===== config.mk =====
export PLATFORM = sky130hd
export DESIGN_NAME = pwm_bank
export DESIGN_NICKNAME = d
export VERILOG_FILES = /design/src/rtl/pwm_bank.sv
export SDC_FILE = /design/constraint.sdc
export NUM_CORES = 1
export LEC_CHECK = 0
export CAP_MARGIN = 25
export CORE_ASPECT_RATIO = 0.9
export CORE_MARGIN = 5
export CORE_UTILIZATION = 25
export CTS_CLUSTER_DIAMETER = 50
export DETAILED_ROUTE_END_ITERATION = 6
export HOLD_SLACK_MARGIN = 0.12
export PLACE_DENSITY = 0.47
export SKIP_CTS_REPAIR_TIMING = 1
export SYNTH_ARGS = -nofsm -noshare
export SYNTH_HDL_FRONTEND = slang
export SYNTH_SLANG_ARGS = --single-unit

===== constraint.sdc =====
create_clock -name SYSCLK -period 5.4 [get_ports SYSCLK]
set_input_delay 0.54 -clock SYSCLK [delete_from_list [all_inputs] [get_ports SYSCLK]]
set_output_delay 0.54 -clock SYSCLK [all_outputs]
set_load 0.05 [all_outputs]

===== src/rtl/pwm_bank.sv =====
// pwm_bank - NCH-channel PWM generator with shadowed period/duty applied at each period wrap.
// Optional PWM_BANK_DUTY_CLAMP_EN: duty writes above the current shadow period are stored as that period.
module pwm_bank #(
  parameter int NCH = 5,
  parameter int CW  = 16
) (
  input  logic           SYSCLK,
  input  logic           NSYSRESET,
  input  logic           wr_en,
  input  logic [3:0]     wr_ch,
  input  logic [1:0]     wr_sel,
  input  logic [CW-1:0]  wr_data,
  output logic [NCH-1:0] pwm_out,
  output logic [NCH-1:0] period_tick
);

  for (genvar g = 0; g < NCH; g++) begin : g_ch
    logic [CW-1:0] r_period_s, r_duty_s, r_period_a, r_duty_a, r_cnt;
    logic [7:0]    r_pre, r_prescale;
    logic          r_en, r_inv, r_wrap, r_pwm, r_tick;
    logic          w_sel_ch, w_tick, w_wrap;
    logic [CW-1:0] w_duty_wr;

    assign w_sel_ch = wr_en && (wr_ch == 4'(g));
    assign w_tick   = (r_pre == r_prescale);
    assign w_wrap   = r_en && w_tick && (r_cnt == r_period_a);

`ifdef PWM_BANK_DUTY_CLAMP_EN
    assign w_duty_wr = (wr_data > r_period_s) ? r_period_s : wr_data;
`else
    assign w_duty_wr = wr_data;
`endif

    always_ff @(posedge SYSCLK or negedge NSYSRESET) begin
      if (!NSYSRESET) begin
        r_period_s <= '0;
        r_duty_s   <= '0;
        r_period_a <= '0;
        r_duty_a   <= '0;
        r_cnt      <= '0;
        r_pre      <= '0;
        r_prescale <= '0;
        r_en       <= 1'b0;
        r_inv      <= 1'b0;
        r_wrap     <= 1'b0;
        r_pwm      <= 1'b0;
        r_tick     <= 1'b0;
      end else begin
        if (w_sel_ch) begin
          case (wr_sel)
            2'd0: r_period_s <= wr_data;
            2'd1: r_duty_s   <= w_duty_wr;
            2'd2: begin
              r_prescale <= wr_data[7:0];
              r_en       <= wr_data[8];
              r_inv      <= wr_data[9];
            end
            default: ;
          endcase
        end

        // Output and tick are delayed one stage so period_tick lines up with the pwm sample of cnt = 0.
        r_pwm  <= r_en ? ((r_cnt < r_duty_a) ^ r_inv) : r_inv;
        r_wrap <= w_wrap;
        r_tick <= r_wrap;

        if (!r_en) begin
          r_pre      <= '0;
          r_cnt      <= '0;
          r_period_a <= r_period_s;
          r_duty_a   <= r_duty_s;
        end else if (w_tick) begin
          r_pre <= '0;
          if (r_cnt == r_period_a) begin
            r_cnt      <= '0;
            r_period_a <= r_period_s;
            r_duty_a   <= r_duty_s;
          end else begin
            r_cnt <= r_cnt + CW'(1);
          end
        end else begin
          r_pre <= r_pre + 8'd1;
        end
      end
    end

    assign pwm_out[g]     = r_pwm;
    assign period_tick[g] = r_tick;
  end

endmodule


* After elaboration in Yosys (flattened, before gate mapping)
Cells that the tools add are included.
Cells by class: reductions and logical operators 37, bitwise operators 5, magnitude comparators 5, $add $sub $neg 10, muxes and demuxes 60, equality and inequality tests 26
Operator list (count):
- two-way mux 16 bit | 45
- adder 16 x 1 -> 16 bit (second input constant) | 5
- == test 16 bit | 5
- less-than comparator 16 bit | 5
- two-way mux 8 bit | 10
- adder 8 x 1 -> 8 bit (second input constant) | 5
- == test 8 bit | 5
- AND reduction 2 bit | 20
- inequality test 2 x 1 -> 1 bit (second input constant) | 10
- logical AND 1 bit | 15
- == test 4 x 2 -> 1 bit (second input constant) | 2
- two-way mux 1 bit | 5
- bitwise XOR 1 bit | 5
- == test 4 x 1 -> 1 bit (second input constant) | 1
- == test 4 x 3 -> 1 bit (second input constant) | 1
- logical NOT 4 bit | 1
- == test 2 x 1 -> 1 bit (second input constant) | 1
- == test 2 bit (second input constant) | 1
- logical NOT 2 bit | 1
Word-level totals: register bits 505, output and inout port bits 10, bits of input ports 25, logic and storage cells 203

* Longest topological paths before layout
Gate-level depths: netlist of the first run.
depth in word-level cells 4, mapped depth 8, gate-level depth less buffers 7

* Worst setup path after synthesis of the first run
OpenSTA, ideal clock, no wires.
kind in2reg, start input wr_ch[2], end register g_ch[2].r_duty_s[8], stages 5, path slack 3.296 ns, setup time 0.125 ns, arrival 1.979 ns, data required time 5.275 ns, cell sequence nor3b_1 > nand3b_1 > nor2_1 > buf_2 > mux2_2
Between the ends: word-level cells in the longest chain between the ends 3
Ends and longest elaborated chain:
- start: declaration | RTL line 10 | input logic [3:0] wr_ch,
- == test 4 x 2 -> 1 bit | RTL line 24 | assign w_sel_ch = wr_en && (wr_ch == 4'(g));
- logical AND 1 bit | RTL line 24
- AND reduction 2 bit (no source line)
- end signal: assignment | RTL line 52 | 2'd1: r_duty_s <= w_duty_wr;
- end: declaration | RTL line 18 | logic [CW-1:0] r_period_s, r_duty_s, r_period_a, r_duty_a, r_cnt;
Every way passes these cells. A chain may end at the register's enable or synchronous reset.

* Final worst setup path of the first run
start register g_ch[0].r_cnt[8], end register g_ch[0].r_period_a[8]
Between the ends: word-level cells in the longest chain between the ends 3
Ends and longest elaborated chain:
- start: declaration | RTL line 18
- start signal: assignment | RTL line 79 | r_cnt <= r_cnt + CW'(1);
- == test 16 bit | RTL line 74 | if (r_cnt == r_period_a) begin
- inequality test 2 x 1 -> 1 bit (no source line)
- AND reduction 2 bit (no source line)
- end signal: assignment | RTL line 70 | r_period_a <= r_period_s;
- end signal: assignment | RTL line 76 | r_period_a <= r_period_s;
- end: declaration | RTL line 18
Every way passes these cells.

==> results of run 1 <==
-- final timing paths --
check                      cells past startpoint              from                     to  slack (ps)
max                                            6  g_ch[0].r_cnt[8]  g_ch[0].r_period_a[8]        1970
min                                            0    g_ch[3].r_wrap         g_ch[3].r_tick         350
max reg2reg                                    6  g_ch[0].r_cnt[8]  g_ch[0].r_period_a[8]        1970
min reg2reg                                    0    g_ch[3].r_wrap         g_ch[3].r_tick         350
max in group asynchronous                      3         NSYSRESET       g_ch[3].r_pre[7]        3510
min in group asynchronous                      2         NSYSRESET         g_ch[0].r_tick         500
-- power groups by stage --
stage / registers, mW / logic, mW / clock network, mW
4_1_cts: 4.83 / 2.28 / 5.32
2_1_floorplan: 4.69 / 1.74 / 0
3_3_place_gp: 4.87 / 2.18 / 0
3_5_place_dp: 4.89 / 2.26 / 0
5_1_grt: 4.89 / 2.52 / 5.49
6_report: 4.82 / 2.25 / 5.18
-- final cells by class --
type	instances	area (µm²)
repair buffers	72	713
multi-input cells	1410	11200
flip-flops and latches	505	12600
inverters	86	323
clock inverters	53	564
clock buffers	92	2140
fillers	9958	69100
well taps	1332	1670
-- sequential cells by signal, indices dropped and copies added (netlist names) --
signal           flops
g_ch.r_period_s     80
g_ch.r_tick          5
g_ch.r_prescale     40
g_ch.r_wrap          5
g_ch.r_pwm           5
g_ch.r_inv           5
g_ch.r_en            5
g_ch.r_period_a     80
g_ch.r_cnt          80
g_ch.r_pre          40
g_ch.r_duty_s       80
g_ch.r_duty_a       80
-- worst max-delay path, stage by stage, from the launching register on --
cell	delay (ps)
sky130_fd_sc_hd__dfrtp_1	500
sky130_fd_sc_hd__xor2_1	210
sky130_fd_sc_hd__nor4_1	430
sky130_fd_sc_hd__nand4_2	760
sky130_fd_sc_hd__o21ai_4	800
sky130_fd_sc_hd__buf_16	240
sky130_fd_sc_hd__mux2_1	340
-- logic make-up (layout without fill, tap and decap cells) --
group                    after synthesis  after routing  synth area share
XOR/XNOR                             151            151            0.0533
adder cells (fa/ha/maj)               85             85            0.0428
AO/OA/AOI/OAI                        140            140            0.0394
flip-flops                           505            505             0.509
multiplexers                         368            368             0.167
buffers and inverters                222            303            0.0406
AND/OR/NAND/NOR                      666            666             0.148
-- routing by layer --
metal	vias to the layer above	wire, µm
met5	-	0
met4	0	1250
met3	91	2210
met2	237	27900
met1	8469	31000
li1	7728	-
-- cells in the final DEF, fill, tap and decap left out, types with 11 or more instances in the layout --
master and n:
sky130_fd_sc_hd__dfrtp_1 505, sky130_fd_sc_hd__mux2_2 218, sky130_fd_sc_hd__nand3_1 151, sky130_fd_sc_hd__mux2_1 150
sky130_fd_sc_hd__nand4_1 105, sky130_fd_sc_hd__xor2_1 103, sky130_fd_sc_hd__nand2_1 100, sky130_fd_sc_hd__nor2_1 94
sky130_fd_sc_hd__inv_1 85, sky130_fd_sc_hd__ha_1 85, sky130_fd_sc_hd__clkbuf_16 81, sky130_fd_sc_hd__xnor2_1 48
sky130_fd_sc_hd__nor3_1 36, sky130_fd_sc_hd__and3_1 35, sky130_fd_sc_hd__a21oi_1 34, sky130_fd_sc_hd__nor4_1 33
sky130_fd_sc_hd__clkdlybuf4s50_1 31, sky130_fd_sc_hd__buf_4 29, sky130_fd_sc_hd__o211ai_1 24, sky130_fd_sc_hd__o21ai_0 23
sky130_fd_sc_hd__and4_1 18, sky130_fd_sc_hd__nand4b_1 15, sky130_fd_sc_hd__inv_6 14, sky130_fd_sc_hd__nor2b_1 13
sky130_fd_sc_hd__nand2b_1 12, sky130_fd_sc_hd__clkinvlp_4 11
-- through the flow --
step / hold slack (ps) / utilization / setup slack [ps] / instance area (µm²) / instances
after floorplan: 244 / - / 3300 / 24800 / 2137
after global placement: 333 / 0.269 / 1760 / 26400 / 3397
after detailed placement: 336 / 0.270 / 1970 / 26500 / 3403
after CTS: -76.8 / 0.297 / 1970 / 29200 / 3548
after global routing: 353 / 0.297 / 1740 / 29200 / 3550
final: 345 / 0.297 / 1970 / 29200 / 3550
==> flow_summary.rst, run 1 <==
.. list-table::
   :header-rows: 1

   * - Metric
     - Value
   * - Layout cells sized above 1
     - 0.188
   * - Final hold viol count
     - 0
   * - Critical Path Start Type
     - register
   * - Top-area cell type share of the netlist area
     - 0.509
   * - Grt total ovfl
     - 0
   * - Critical path arrival
     - 3920 ps
   * - Number of global-route vias before repair
     - between 15000 and 20000
   * - Total count of max-transition violations in the final report
     - 0
   * - Antenna violations before repair
     - 2
   * - Drt drc
     - 0
   * - Core Rows
     - 109
   * - Final routed wire length divided by cell count
     - 17.6 µm
   * - Final setup violation count
     - 0
   * - Most frequently used cell type in the post-synthesis netlist
     - sky130_fd_sc_hd__dfrtp_1
   * - Total number of vias
     - 16500
   * - Gpl congestion
     - roughly 0.76
   * - Part of the total power dissipated in combinational logic
     - 0.184
   * - Nets@finish
     - between 2000 and 2500
   * - Clock transition at the registers of the reported paths
     - approximately 50 ps
   * - Biggest fanout along the worst timing path
     - 33
   * - Number of buffers created by CTS
     - 80
   * - Pwr per Cell Area
     - between 400 and 500 nW/µm²
   * - GRT busiest layer
     - met2
   * - Clock tree from TritonCTS
     - built
   * - Max_slew headroom
     - 0.330
   * - Pleak
     - between 10 and 15 nW
   * - Number of maximum-capacitance constraint violations
     - 0
   * - Average cell area after synthesis
     - about 12 µm²
   * - Clock latency on the worst-skew pair
     - approximately 620 ps
   * - Share of the clock period used by the worst path
     - 0.634
   * - Die outline area
     - 106000 µm²
   * - Count of nets left with antenna violations after detail routing
     - 0
   * - Pin count of the biggest net entering global routing
     - ~150
   * - Die extent in y
     - 309 µm
   * - Global-route usage over all layers
     - 0.119
   * - Number of top-level pins
     - 35
   * - Wire length of the first global-routing pass
     - 99900 µm
   * - Wirelength, routed
     - 62400 µm
   * - Maximum level of the CTS H-tree
     - 3
   * - Met1 track demand over resource in global routing
     - 0.169
   * - Critical path required time
     - ~6000 ps
   * - Clock share of power
     - 0.423
   * - Max frequency
     - 292 MHz
   * - Root Buffer Master
     - sky130_fd_sc_hd__clkbuf_16
   * - Type of the tightest min-delay check
     - register to register
   * - RSZ-0062 raised after global routing
     - false
   * - Final clock skew
     - 17.4 ps
   * - Width of the die
     - 342 µm
   * - Distinct cell type count of the synthesized netlist
     - 57
   * - Antenna diode count
     - 0
   * - Net switching power of the design
     - ~3.7 mW
   * - Peak supply drop
     - ~0.18 mV
   * - Most area-hungry cell type in the Yosys netlist
     - sky130_fd_sc_hd__dfrtp_1
   * - Placed wire-length estimate after detailed placement
     - slightly below 40000 µm
   * - Fraction of the yosys area taken by sequential cells
     - 0.509
   * - Async set-reset flop share out of synthesis
     - 1.00
   * - Ranking of synthesized cells by instance count
     - sky130_fd_sc_hd__dfrtp_1, sky130_fd_sc_hd__mux2_2, sky130_fd_sc_hd__nand3_1, sky130_fd_sc_hd__mux2_1, sky130_fd_sc_hd__nand4_1
   * - Area Growth Syn to Fin
     - 17.7%
   * - Share of total power in sequential cells
     - 0.394
   * - Maximum buffer depth of the clock tree
     - 3
   * - Warnings from Yosys
     - 0
   * - Met2 demand-to-capacity share in global routing
     - 0.185
   * - Sum of internal, switching and leakage power
     - around 12 mW
   * - Port Buf Inserts
     - 34
   * - Endpoint class of the critical path
     - register
   * - Slew at the pin closest to its max-slew limit
     - just over 1000 ps
   * - Initial core utilization
     - 0.252
   * - Number of synthesized flops with an enable pin
     - 0
   * - Status
     - complete, no violations
   * - Total negative slack for setup checks
     - 0 ps
   * - Cell types occupying the most area after synthesis
     - sky130_fd_sc_hd__dfrtp_1, sky130_fd_sc_hd__mux2_2, sky130_fd_sc_hd__mux2_1, sky130_fd_sc_hd__ha_1, sky130_fd_sc_hd__xor2_1
   * - Cell area after synthesis
     - about 25000 µm²
   * - Core Box Area
     - roughly 98000 µm²
   * - Kind of critical path
     - register to register
   * - Synthesized netlist cell count
     - ~2100
   * - Number of detailed-routing iterations run before antenna repair
     - 4
   * - Power Internal
     - roughly 8.5 mW
   * - Net count of the mapped netlist
     - around 2200
   * - Commonest register cell after synthesis
     - sky130_fd_sc_hd__dfrtp_1
   * - Minimum clock period
     - ~3400 ps
   * - First-iteration detailed-routing DRC count
     - just over 900
   * - Number of synthesized register bits
     - 505
   * - Vias per inst
     - roughly 4.7
   * - Clock sinks
     - slightly above 500
   * - Met3 layer usage reported by global route
     - 0.0194
   * - Switching share of power
     - 0.306
Note: power is estimated with default switching activity, not from simulation.
==> run 2: changes to the inputs <==
--- a/config.mk
+++ b/config.mk
@@ -12,7 +12,7 @@
 export CTS_CLUSTER_DIAMETER = 50
 export DETAILED_ROUTE_END_ITERATION = 6
 export HOLD_SLACK_MARGIN = 0.12
-export PLACE_DENSITY = 0.47
+export PLACE_DENSITY = 0.48
 export SKIP_CTS_REPAIR_TIMING = 1
 export SYNTH_ARGS = -nofsm -noshare
 export SYNTH_HDL_FRONTEND = slang
==> constraint.sdc (replaced) <==
create_clock -name SYSCLK -period 3.09 [get_ports SYSCLK]
set_input_delay 0.309 -clock SYSCLK [delete_from_list [all_inputs] [get_ports SYSCLK]]
set_output_delay 0.309 -clock SYSCLK [all_outputs]
set_load 0.05 [all_outputs]
==> run 2 against run 1 <==
  * Combinational power grew 73%
  * Cell count increased by 0.59%
  * Die area unchanged
  * Power up 72%
  * Clock power rose by 67%
  * Final area up 0.36%
  * Register-to-register slack lost 1300 ps
  * Critical endpoint is now g_ch[3].r_duty_a[15]
==> flow_summary.rst, run 2 (synthesized netlist as in run 1, its figures left out) <==
.. list-table::
   :header-rows: 1

   * - Metric
     - Value
   * - Critical path required time
     - roughly 3600 ps
   * - RSZ-0062 raised after global routing
     - false
   * - Total placed instance area
     - ~27000 µm²
   * - Initial core utilization
     - 0.252
   * - Vias per inst
     - 4.70
   * - Total number of vias
     - roughly 17000
   * - Core Rows
     - about 110
   * - Layout cells sized above 1
     - 0.194
   * - Endpoint class of the critical path
     - register
   * - Wirelength, routed
     - 62100 µm
   * - Sum of internal, switching and leakage power
     - approximately 21 mW
   * - Final hold viol count
     - 0
   * - Count of nets left with antenna violations after detail routing
     - 0
   * - Die extent in y
     - ~310 µm
   * - Final clock skew
     - between 20 and 30 ps
   * - Number of global-route vias before repair
     - between 15000 and 20000
   * - Clock transition at the registers of the reported paths
     - roughly 60 ps
   * - Antenna violations before repair
     - 4
   * - Gpl congestion
     - slightly below 0.8
   * - Drt drc
     - 0
   * - Total negative slack for setup checks
     - 0 ps
   * - Biggest fanout along the worst timing path
     - 32
   * - Pleak
     - 13.6 nW
   * - Placed wire-length estimate after detailed placement
     - 39600 µm
   * - Max frequency
     - roughly 420 MHz
   * - Number of top-level pins
     - 35
   * - Final routed wire length divided by cell count
     - 17.4 µm
   * - Final Instance Area
     - 29300 µm²
   * - Pwr per Cell Area
     - roughly 720 nW/µm²
   * - Wire length of the first global-routing pass
     - 101000 µm
   * - Util after Layout
     - 0.298
   * - Commonest non-fill, non-tap cells in the layout
     - sky130_fd_sc_hd__dfrtp_1, sky130_fd_sc_hd__mux2_2, sky130_fd_sc_hd__nand3_1
   * - Critical path arrival
     - approximately 2900 ps
   * - Clock latency on the worst-skew pair
     - slightly above 600 ps
   * - Clock sinks
     - 505
   * - Root Buffer Master
     - sky130_fd_sc_hd__clkbuf_16
   * - Number of maximum-capacitance constraint violations
     - 0
   * - Type of the tightest min-delay check
     - input port to asynchronous set/reset pin
   * - Status
     - complete, no violations
   * - First-iteration detailed-routing DRC count
     - 917
   * - Core Box Area
     - between 90000 and 100000 µm²
   * - Grt total ovfl
     - 0
   * - Most common library cell in the layout ignoring fill and taps
     - sky130_fd_sc_hd__dfrtp_1
   * - Total count of max-transition violations in the final report
     - 0
   * - Number of detailed-routing iterations run before antenna repair
     - 7
   * - Share of the clock period used by the worst path
     - 0.773
   * - Clock tree from TritonCTS
     - built
   * - Minimum clock period
     - 2390 ps
   * - Slew at the pin closest to its max-slew limit
     - around 1000 ps
   * - Critical register-to-register path startpoint
     - g_ch[3].r_cnt[9]
   * - Number of buffers created by CTS
     - 73
   * - Nets@finish
     - between 2000 and 2500
   * - Kind of critical path
     - register to register
   * - Fill count
     - 9976
   * - Global-route usage over all layers
     - 0.119
   * - Maximum level of the CTS H-tree
     - 3
   * - Peak supply drop
     - 0.399 mV
   * - Die outline area
     - roughly 110000 µm²
   * - Max_slew headroom
     - 0.333
   * - Pin count of the biggest net entering global routing
     - 84
   * - Maximum buffer depth of the clock tree
     - 3
   * - Port Buf Inserts
     - 34
   * - Width of the die
     - ~340 µm
   * - Final setup violation count
     - 0
   * - Area Growth Syn to Fin
     - 18.1%
   * - Critical Path Start Type
     - register
   * - Critical Path Source
     - g_ch[3].r_cnt[9]
[run 2: where the power goes]
group,internal (mW),switching [mW]
Clock,5.32,3.32
Sequential,7.61,0.878
Combinational,1.69,2.21
Total,14.6,6.41
[run 2: final timing paths]
path / endpoint / slack [ps] / cells after the start
hold reg to reg: g_ch[1].r_tick / 350 / 0
min in group SYSCLK: g_ch[1].r_tick / 350 / 0
max in group asynchronous: g_ch[1].r_cnt[5] / 1820 / 3
hold / removal: g_ch[0].r_tick / 250 / 2
setup / recovery: g_ch[3].r_duty_a[15] / 700 / 6
setup reg to reg: g_ch[3].r_duty_a[15] / 700 / 6
[run 2: worst max-delay path: stages (launching register included)]
cell	delay, ps
sky130_fd_sc_hd__dfrtp_1	510
sky130_fd_sc_hd__xor2_1	220
sky130_fd_sc_hd__nor4_1	370
sky130_fd_sc_hd__nand4_1	200
sky130_fd_sc_hd__o21ai_2	140
sky130_fd_sc_hd__buf_4	420
sky130_fd_sc_hd__mux2_2	390
[run 2: final cells by class]
type	instances	area, µm²	share of cell area
well taps	1332	1670	0.0568
inverters	86	323	0.0110
clock inverters	45	548	0.0187
clock buffers	88	2010	0.0684
repair buffers	103	961	0.0328
multi-input cells	1410	11200	0.381
diodes	2	5.00	0.000171
flip-flops and latches	505	12600	0.431
[run 2: through the flow]
step,hold WS (ps),std cells,setup slack (ps)
6_report,249,3571,701
5_1_grt,302,3569,537
4_1_cts,-320,3568,686
3_5_place_dp,339,3435,708
3_3_place_gp,332,3435,655
2_1_floorplan,13.4,2137,1040
[run 2: per-layer routing]
layer,up-vias,share of wire,global-route usage
li1,7769,-,-
met1,8587,0.48,0.166
met2,332,0.46,0.189
met3,85,0.038,0.0192
met4,0,0.023,0.0404
met5,-,0,0
==> run 3: changes to the inputs <==
--- a/config.mk
+++ b/config.mk
@@ -12,7 +12,7 @@
 export CTS_CLUSTER_DIAMETER = 50
 export DETAILED_ROUTE_END_ITERATION = 6
 export HOLD_SLACK_MARGIN = 0.12
-export PLACE_DENSITY = 0.48
+export PLACE_DENSITY = 0.47
 export SKIP_CTS_REPAIR_TIMING = 1
 export SYNTH_ARGS = -nofsm -noshare
 export SYNTH_HDL_FRONTEND = slang
==> constraint.sdc (replaced) <==
create_clock -name SYSCLK -period 2.2 [get_ports SYSCLK]
set_input_delay 0.22 -clock SYSCLK [delete_from_list [all_inputs] [get_ports SYSCLK]]
set_output_delay 0.22 -clock SYSCLK [all_outputs]
set_load 0.05 [all_outputs]
==> run 3 against run 2 <==
  * Critical path depth increased by 2
  * First-iteration DRC count rose by 22%
  * Combinational power rose by 58%
  * Maximum frequency is 11% higher
  * Sequential power increased by 38%
  * Largest cell class unchanged
  * Largest power group is now sequential cells
==> flow_summary.rst, run 3 (synthesized netlist as in run 1, its figures left out) <==
.. list-table::
   :header-rows: 1

   * - Metric
     - Value
   * - Max_slew headroom
     - 0.609
   * - Peak supply drop
     - 0.657 mV
   * - Layout cells sized above 1
     - 0.236
   * - Die extent in y
     - around 300 µm
   * - Total placed instance area
     - 27700 µm²
   * - Worst path max stage delay
     - around 400 ps
   * - Final Instance Area
     - roughly 30000 µm²
   * - Clock sinks
     - slightly above 500
   * - Global-route usage over all layers
     - 0.120
   * - Width of the die
     - 342 µm
   * - Buf+Inv Stages, Crit Path
     - 3
   * - Vias per inst
     - about 4.6
   * - Wirelength, routed
     - 63600 µm
   * - Number of buffers created by CTS
     - 58
   * - Count of nets left with antenna violations after detail routing
     - 0
   * - Critical path arrival
     - 2640 ps
   * - Slew at the pin closest to its max-slew limit
     - between 500 and 600 ps
   * - Die outline area
     - between 100000 and 150000 µm²
   * - Biggest fanout along the worst timing path
     - 11
   * - Number of detailed-routing iterations run before antenna repair
     - 5
   * - Max frequency
     - between 400 and 500 MHz
   * - Status
     - complete, no violations
   * - Ordered list of cells on the worst path
     - xor2_2 > nor4_2 > buf_4 > nand4_1 > o21ai_4 > buf_6 > buf_12 > mux2_1
   * - Number of maximum-capacitance constraint violations
     - 0
   * - RSZ-0062 raised after global routing
     - true
   * - First-iteration detailed-routing DRC count
     - between 1000 and 1500
   * - Register-to-Register Setup Slack
     - just under 50 ps
   * - Antenna violations before repair
     - 3
   * - Slowest cell on the critical path
     - sky130_fd_sc_hd__dfrtp_1
   * - Pin count of the biggest net entering global routing
     - 96
   * - Critical path required time
     - 2690 ps
   * - Number of global-route vias before repair
     - between 15000 and 20000
   * - Share of the clock period used by the worst path
     - 0.978
   * - Most common library cell in the layout ignoring fill and taps
     - sky130_fd_sc_hd__dfrtp_1
   * - Clock latency on the worst-skew pair
     - ~620 ps
   * - Gpl congestion
     - a little under 0.8
   * - Final hold viol count
     - 0
   * - Minimum clock period
     - 2150 ps
   * - Endpoint class of the critical path
     - register
   * - Grt total ovfl
     - 0
   * - Drt drc
     - 0
   * - Pleak
     - between 10 and 15 nW
   * - Total count of max-transition violations in the final report
     - 0
   * - Core Box Area
     - 98300 µm²
   * - Wire length of the first global-routing pass
     - just over 100000 µm
   * - Initial core utilization
     - 0.252
   * - Final routed wire length divided by cell count
     - between 15 and 20 µm
   * - Maximum buffer depth of the clock tree
     - 3
   * - Count of placed standard cells in the final layout, fillers left out
     - 3654
   * - Port Buf Inserts
     - 34
   * - Total instance count after detailed placement
     - roughly 3500
   * - Placed wire-length estimate after detailed placement
     - about 41000 µm
   * - Core Rows
     - ~110
   * - Sum of internal, switching and leakage power
     - ~29 mW
   * - Pwr per Cell Area
     - 953 nW/µm²
   * - Clock transition at the registers of the reported paths
     - about 70 ps
   * - Cell family with the largest share of critical-path delay
     - buffers and inverters
   * - Util after Layout
     - 0.307
   * - Maximum level of the CTS H-tree
     - 2
   * - Clock tree from TritonCTS
     - built
   * - Type of the tightest min-delay check
     - input port to asynchronous set/reset pin
   * - Kind of critical path
     - register to register
   * - Critical Path Start Type
     - register
   * - Root Buffer Master
     - sky130_fd_sc_hd__clkbuf_16
   * - Total number of vias
     - around 17000
   * - Final clock skew
     - 14.2 ps
   * - Area Growth Syn to Fin
     - 21.5%
   * - Nets@finish
     - about 2400
   * - Number of top-level pins
     - 35
   * - Commonest non-fill, non-tap cells in the layout
     - sky130_fd_sc_hd__dfrtp_1, sky130_fd_sc_hd__mux2_2, sky130_fd_sc_hd__nand3_1
   * - Final setup violation count
     - 0
[run 3: cell count changes in the layout (fill, tap and decap cells not counted), moves of 5 or more]
cell,change
sky130_fd_sc_hd__mux2_4,+21
sky130_fd_sc_hd__buf_12,+18
sky130_fd_sc_hd__inv_6,-9
sky130_fd_sc_hd__buf_4,+83
sky130_fd_sc_hd__clkbuf_8,+6
sky130_fd_sc_hd__mux2_1,-21
sky130_fd_sc_hd__clkbuf_16,-12
sky130_fd_sc_hd__clkinv_8,-5
[run 3: tightest hold or removal path, delay by kind of cell]
| kind | cells | cell delay (ps) |
|---|---|---|
| buf+inv | 3 | 1030 |
[run 3: layout make-up]
cell class                 count  area (µm²)
timing repair buffer         207        2020
tap                         1332        1670
inverter                      86         323
clock inverter                33         464
sequential                   505       12600
fill                        9854       68200
multi-input combinational   1410       11300
antenna                        4        10.0
clock buffer                  77        1730
[run 3: final timing paths]
kind	start	cells past startpoint	endpoint
max	g_ch[4].r_period_a[15]	8	g_ch[4].r_period_a[8]
min	NSYSRESET	3	g_ch[4].r_prescale[6]
max reg2reg	g_ch[4].r_period_a[15]	8	g_ch[4].r_period_a[8]
min reg2reg	g_ch[4].r_wrap	0	g_ch[4].r_tick
max in group asynchronous	NSYSRESET	3	g_ch[1].r_cnt[13]
min in group SYSCLK	g_ch[4].r_wrap	0	g_ch[4].r_tick
[run 3: where the power goes]
group	internal, mW	switching [mW]
combinational	2.79	3.39
clock	6.71	4.09
sequential	10.7	1.06
total	20.2	8.54
[run 3: metal layers]
metal / wire [µm] / GRT usage / up-vias
met3: 2420 / 0.0197 / 84
met4: 1200 / 0.0297 / 0
met5: 0 / 0 / -
li1: - / - / 7927
met1: 30600 / 0.167 / 8581
met2: 29300 / 0.196 / 322
[run 3: per-stage QoR]
| stage | setup TNS [ps] | hold WS (ps) | setup slack, ps |
|---|---|---|---|
| 2_1_floorplan | 0 | -75.6 | 147 |
| 3_3_place_gp | 0 | 150 | 19.7 |
| 3_5_place_dp | -812 | 165 | -43.0 |
| 4_1_cts | -57.1 | -520 | -35.6 |
| 5_1_grt | -1160 | 310 | -71.7 |
| 6_report | 0 | 320 | 48.2 |
==> edit 1: new RTL, flow settings as in run 1 <==
Add an input register stage for `wr_en`, `wr_ch` and `wr_sel`, without a reset; this delays them by one clock. The other inputs are not delayed to match.
--- a/src/rtl/pwm_bank.sv
+++ b/src/rtl/pwm_bank.sv
@@ -14,6 +14,16 @@
   output logic [NCH-1:0] period_tick
 );
 
+  logic wr_en_q;
+  logic [3:0] wr_ch_q;
+  logic [1:0] wr_sel_q;
+
+  always_ff @(posedge SYSCLK) begin
+    wr_en_q  <= wr_en;
+    wr_ch_q  <= wr_ch;
+    wr_sel_q <= wr_sel;
+  end
+
   for (genvar g = 0; g < NCH; g++) begin : g_ch
     logic [CW-1:0] r_period_s, r_duty_s, r_period_a, r_duty_a, r_cnt;
     logic [7:0]    r_pre, r_prescale;
@@ -21,7 +31,7 @@
     logic          w_sel_ch, w_tick, w_wrap;
     logic [CW-1:0] w_duty_wr;
 
-    assign w_sel_ch = wr_en && (wr_ch == 4'(g));
+    assign w_sel_ch = wr_en_q && (wr_ch_q == 4'(g));
     assign w_tick   = (r_pre == r_prescale);
     assign w_wrap   = r_en && w_tick && (r_cnt == r_period_a);
 
@@ -47,7 +57,7 @@
         r_tick     <= 1'b0;
       end else begin
         if (w_sel_ch) begin
-          case (wr_sel)
+          case (wr_sel_q)
             2'd0: r_period_s <= wr_data;
             2'd1: r_duty_s   <= w_duty_wr;
             2'd2: begin
Formal check against the unedited RTL: not equivalent (a bounded check fails within 4 cycles, from zero or initial values and one cycle with NSYSRESET low).
==> edit 1 against run 1 <==
  * Total power down 5.3%
  * Routed wire length down 0.64%
  * Sequential cell count up 7
  * Clock power down 10%
  * Global-route usage about the same
  * Cell area down 1.2%
  * Setup slack better by 0.55 ns
  * Via count down 0.98%
  * Area after synthesis down 0.11%
  * Critical endpoint is now g_ch[4].r_duty_a[7]
==> edit 1: results <==
set metrics [dict create \
    dr.pass1.iters 5 \
    tightestPinTransition_ns 1.03 \
    cts_max_level 3 \
    synth_fp_nets 2229 \
    yosys_warnings 0 \
    cellLeakagePower_nw 12.6 \
    clk_pin_slew_ns 0.06 \
    grt_util_all_layers_pct 11.8 \
    ys_seq_area_share_pct 51.5 \
    grt_pass1_wl_um 99400 \
    synthTopCellsByCount "dfrtp_1 (505), mux2_1 (350), nand3_1 (125)" \
    cp_top_family "simple AND/OR/NAND/NOR gates" \
    cts-buffers-inserted 66 \
    nFillCells 9994 \
    async_flop_share_pct 98.6 \
    critPathSlowestCell "o21ai_2" \
    drive_gt1_share_pct 8.89 \
    clk_latency_ns 0.61 \
    hold_path_class "input pin to asynchronous set/reset pin" \
    synth_cell_types 68 \
    cts_buffer_depth 3 \
    root_buffer "clkbuf_16" \
    via_count 16400 \
    drt_iter0_markers 995 \
    worst_clock_skew_ns 0.0273 \
    setup_violations 0 \
    place_hpwl_um 38800 \
    crit_path_max_fanout 22 \
    layout_setup_ws_ns 2.53 \
    netlist_top_cells_area "dfrtp_1 (51%), mux2_1 (16%), ha_1 (4.3%)" \
    vias_per_cell 4.65 \
    place_inst 3393 \
    r2r_start "g_ch[4].r_pre[2]" \
    gp_congestion 0.761 \
    syn-mean-instance-area_um2 11.7 \
    arrival_ns 3.34 \
    grt_pass1_vias 17000 \
    portBuffers 34 \
    wl_um 62000 \
    grt_max_degree 154 \
    status "finished clean" \
    ir_drop_mv 0.200 \
    report.final.slew_viol_count 0 \
    antenna_found_initial 14 \
    reg2regPathDepth 6 \
    worst_hold_slack_ns 0.0548 \
    slowest_delay_ns 0.60 \
    crit-reg2reg-capture "g_ch[4].r_duty_a[7]" \
]
-- edit 1: how the worst max path moves through the flow --
| stage | start | end | cells after the start |
|---|---|---|---|
| floorplan | g_ch[3].r_cnt[5] | g_ch[3].r_duty_a[0] | 7 |
| global placement | g_ch[4].r_pre[2] | g_ch[4].r_period_a[1] | 6 |
| detailed placement | g_ch[4].r_pre[5] | g_ch[4].r_duty_a[10] | 6 |
| CTS | g_ch[4].r_pre[2] | g_ch[4].r_duty_a[10] | 6 |
| global route | g_ch[4].r_pre[2] | g_ch[4].r_duty_a[10] | 6 |
| finish | g_ch[4].r_pre[2] | g_ch[4].r_duty_a[7] | 6 |
-- edit 1: final cells by class --
| type | instances | area, um2 | share of cell area (%) |
|---|---|---|---|
| sequential | 512 | 12800 | 44.3 |
| tap | 1332 | 1670 | 5.77 |
| multi-input combinational | 1396 | 11100 | 38.5 |
| inverter | 86 | 323 | 1.12 |
| antenna | 1 | 2.50 | 0.00867 |
| clock buffer | 85 | 1880 | 6.50 |
| timing repair buffer | 68 | 662 | 2.29 |
| clock inverter | 36 | 453 | 1.57 |
-- edit 1: logic make-up (layout without fill, tap and decap cells) --
| logic type | Yosys count | count (layout) | share of synthesized area [%] |
|---|---|---|---|
| AOI/OAI and AO/OA | 140 | 140 | 3.92 |
| muxes | 369 | 369 | 16.8 |
| and+or+nand+nor | 651 | 651 | 14.5 |
| DFF | 512 | 512 | 51.5 |
| xor gates and xnor gates | 151 | 151 | 5.33 |
| buffers and inverters | 211 | 275 | 3.71 |
| other | 0 | 1 | 0 |
| adders and majority gates | 85 | 85 | 4.29 |
-- edit 1: power breakdown --
part | switching (W) | total (W) | internal [W]
Clock | 0.00182 | 0.00465 | 0.00283
Sequential | 0.000507 | 0.00505 | 0.00454
Combinational | 0.00103 | 0.00189 | 0.000866
-- edit 1: per-stage QoR --
stage	utilization, %	power (W)	area, um2
6_report	29.4	0.0116	28900
5_1_grt	29.4	0.0122	28900
4_1_cts	29.3	0.0118	28800
3_5_place_dp	27.0	0.00704	26500
3_3_place_gp	26.9	0.00695	26500
2_1_floorplan	-	0.00637	24800
-- edit 1: routing by layer --
layer | part of all wire (%) | vias to the layer above | track usage [%]
li1 | - | 7644 | -
met5 | 0.044 | - | 0
met2 | 44 | 260 | 18.5
met1 | 49 | 8362 | 16.9
met4 | 2.3 | 4 | 3.41
met3 | 3.8 | 93 | 2.01
==> edit 2: new RTL, config.mk and constraints of run 1 <==
Without the edit above. `NCH`: 5 -> 4.
--- a/src/rtl/pwm_bank.sv
+++ b/src/rtl/pwm_bank.sv
@@ -1,7 +1,7 @@
 // pwm_bank - NCH-channel PWM generator with shadowed period/duty applied at each period wrap.
 // Optional PWM_BANK_DUTY_CLAMP_EN: duty writes above the current shadow period are stored as that period.
 module pwm_bank #(
-  parameter int NCH = 5,
+  parameter int NCH = 4,
   parameter int CW  = 16
 ) (
   input  logic           SYSCLK,
Ports: changed (resized period_tick and pwm_out); port bits go from 35 to 33. No check against the original RTL was run, so the function may have changed too.
==> edit 2 against run 1 <==
  * Setup slack gained 0.44 ns
  * Total power shrank 23%
  * Cell area shrank 22%
  * Cell count shrank 24%
  * Routed wire length shrank 22%
  * Area after synthesis shrank 21%
  * Clock skew grew 0.011 ns
  * Sequential cell count shrank 101
==> edit 2: results <==
set metrics [dict create \
    status "finished clean" \
    seqPwrFrac_pct 41.5 \
    seq_cells 404 \
    synth_fp_nets 1701 \
    critPathSlowestCell "o21ai_2" \
    cts-buffers-inserted 55 \
    grt_util_all_layers_pct 11.5 \
    drive_gt1_share_pct 24.8 \
    vias_per_cell 4.66 \
    num-multi-input-gates 1042 \
    grt_max_degree 139 \
    ys_seq_area_share_pct 51.7 \
    slowest_delay_ns 0.59 \
    grt_pass1_wl_um 77300 \
    total_power_w 0.00942 \
    cellLeakagePower_nw 10.6 \
    pre_cts_ws_ns 2.00 \
    tightestPinTransition_ns 1.02 \
    nFillCells 8016 \
    top_power_group "sequential cells" \
    arrival_ns 3.48 \
    holdPathEnd "g_ch[0].r_tick" \
    cp_top_family "buffers and inverters" \
    pg_clk_w 0.00368 \
    buf_share_pct 2.67 \
    worst_clock_skew_ns 0.0283 \
    nNonClkBuffers 57 \
    netlist_top_cells_area "dfrtp_1 (52%), mux2_2 (15%), ha_1 (4.4%)" \
    gp_congestion 0.752 \
    crit_path_max_fanout 28 \
    path_class "register to register" \
    clkCellAreaFrac_pct 8.21 \
    drt_iter0_markers 721 \
    crit-reg2reg-capture "g_ch[0].r_duty_a[13]" \
    worstHoldStart "g_ch[0].r_wrap" \
    switching_power_w 0.00289 \
    inverters 72 \
    cts_max_level 2 \
    ir_drop_mv 0.216 \
    synthTopCellsByCount "dfrtp_1 (404), mux2_2 (260), xor2_1 (85)" \
    clk_latency_ns 0.60 \
    sh_seq_area_pct 44.3 \
    nClkBuffers 68 \
    dr.pass1.iters 5 \
    reg2reg_setup_slack_ns 2.41 \
    portBuffers 32 \
    antenna_found_initial 4 \
    layout.nets 1725 \
    wl_um 48600 \
]
[edit 2: cell count changes after synthesis, moves of 21 or more]
cell	run 1	this run
nor2_1	94	68
nand4_1	105	51
a221o_1	0	21
mux2_1	150	34
clkbuf_1	82	46
nand3_1	151	58
mux2_2	218	260
dfrtp_1	505	404
nand2_1	100	68
[edit 2: kinds of logic after synthesis]
group,synth area share (%)
simple gates,12.0
flops,51.7
mux,17.0
buf+inv,4.06
compound gates,5.48
xor+xnor,5.38
fa+ha+maj,4.35
[edit 2: metal layers]
metal	wire, um	part of all wire, %	vias up	GRT usage, %
met2	21600	44	195	18.0
li1	-	-	5897	-
met5	0	0	-	0
met3	1770	3.6	64	1.83
met4	1070	2.2	0	3.28
met1	24100	50	6507	16.7
[edit 2: through the flow]
step	area (um2)	hold WS [ns]	cells
detailed placement	20900	0.338	2612
finish	22800	0.350	2715
CTS	22800	-0.0172	2712
floorplan	19600	0.244	1608
global route	22800	0.356	2714
global placement	20800	0.339	2608
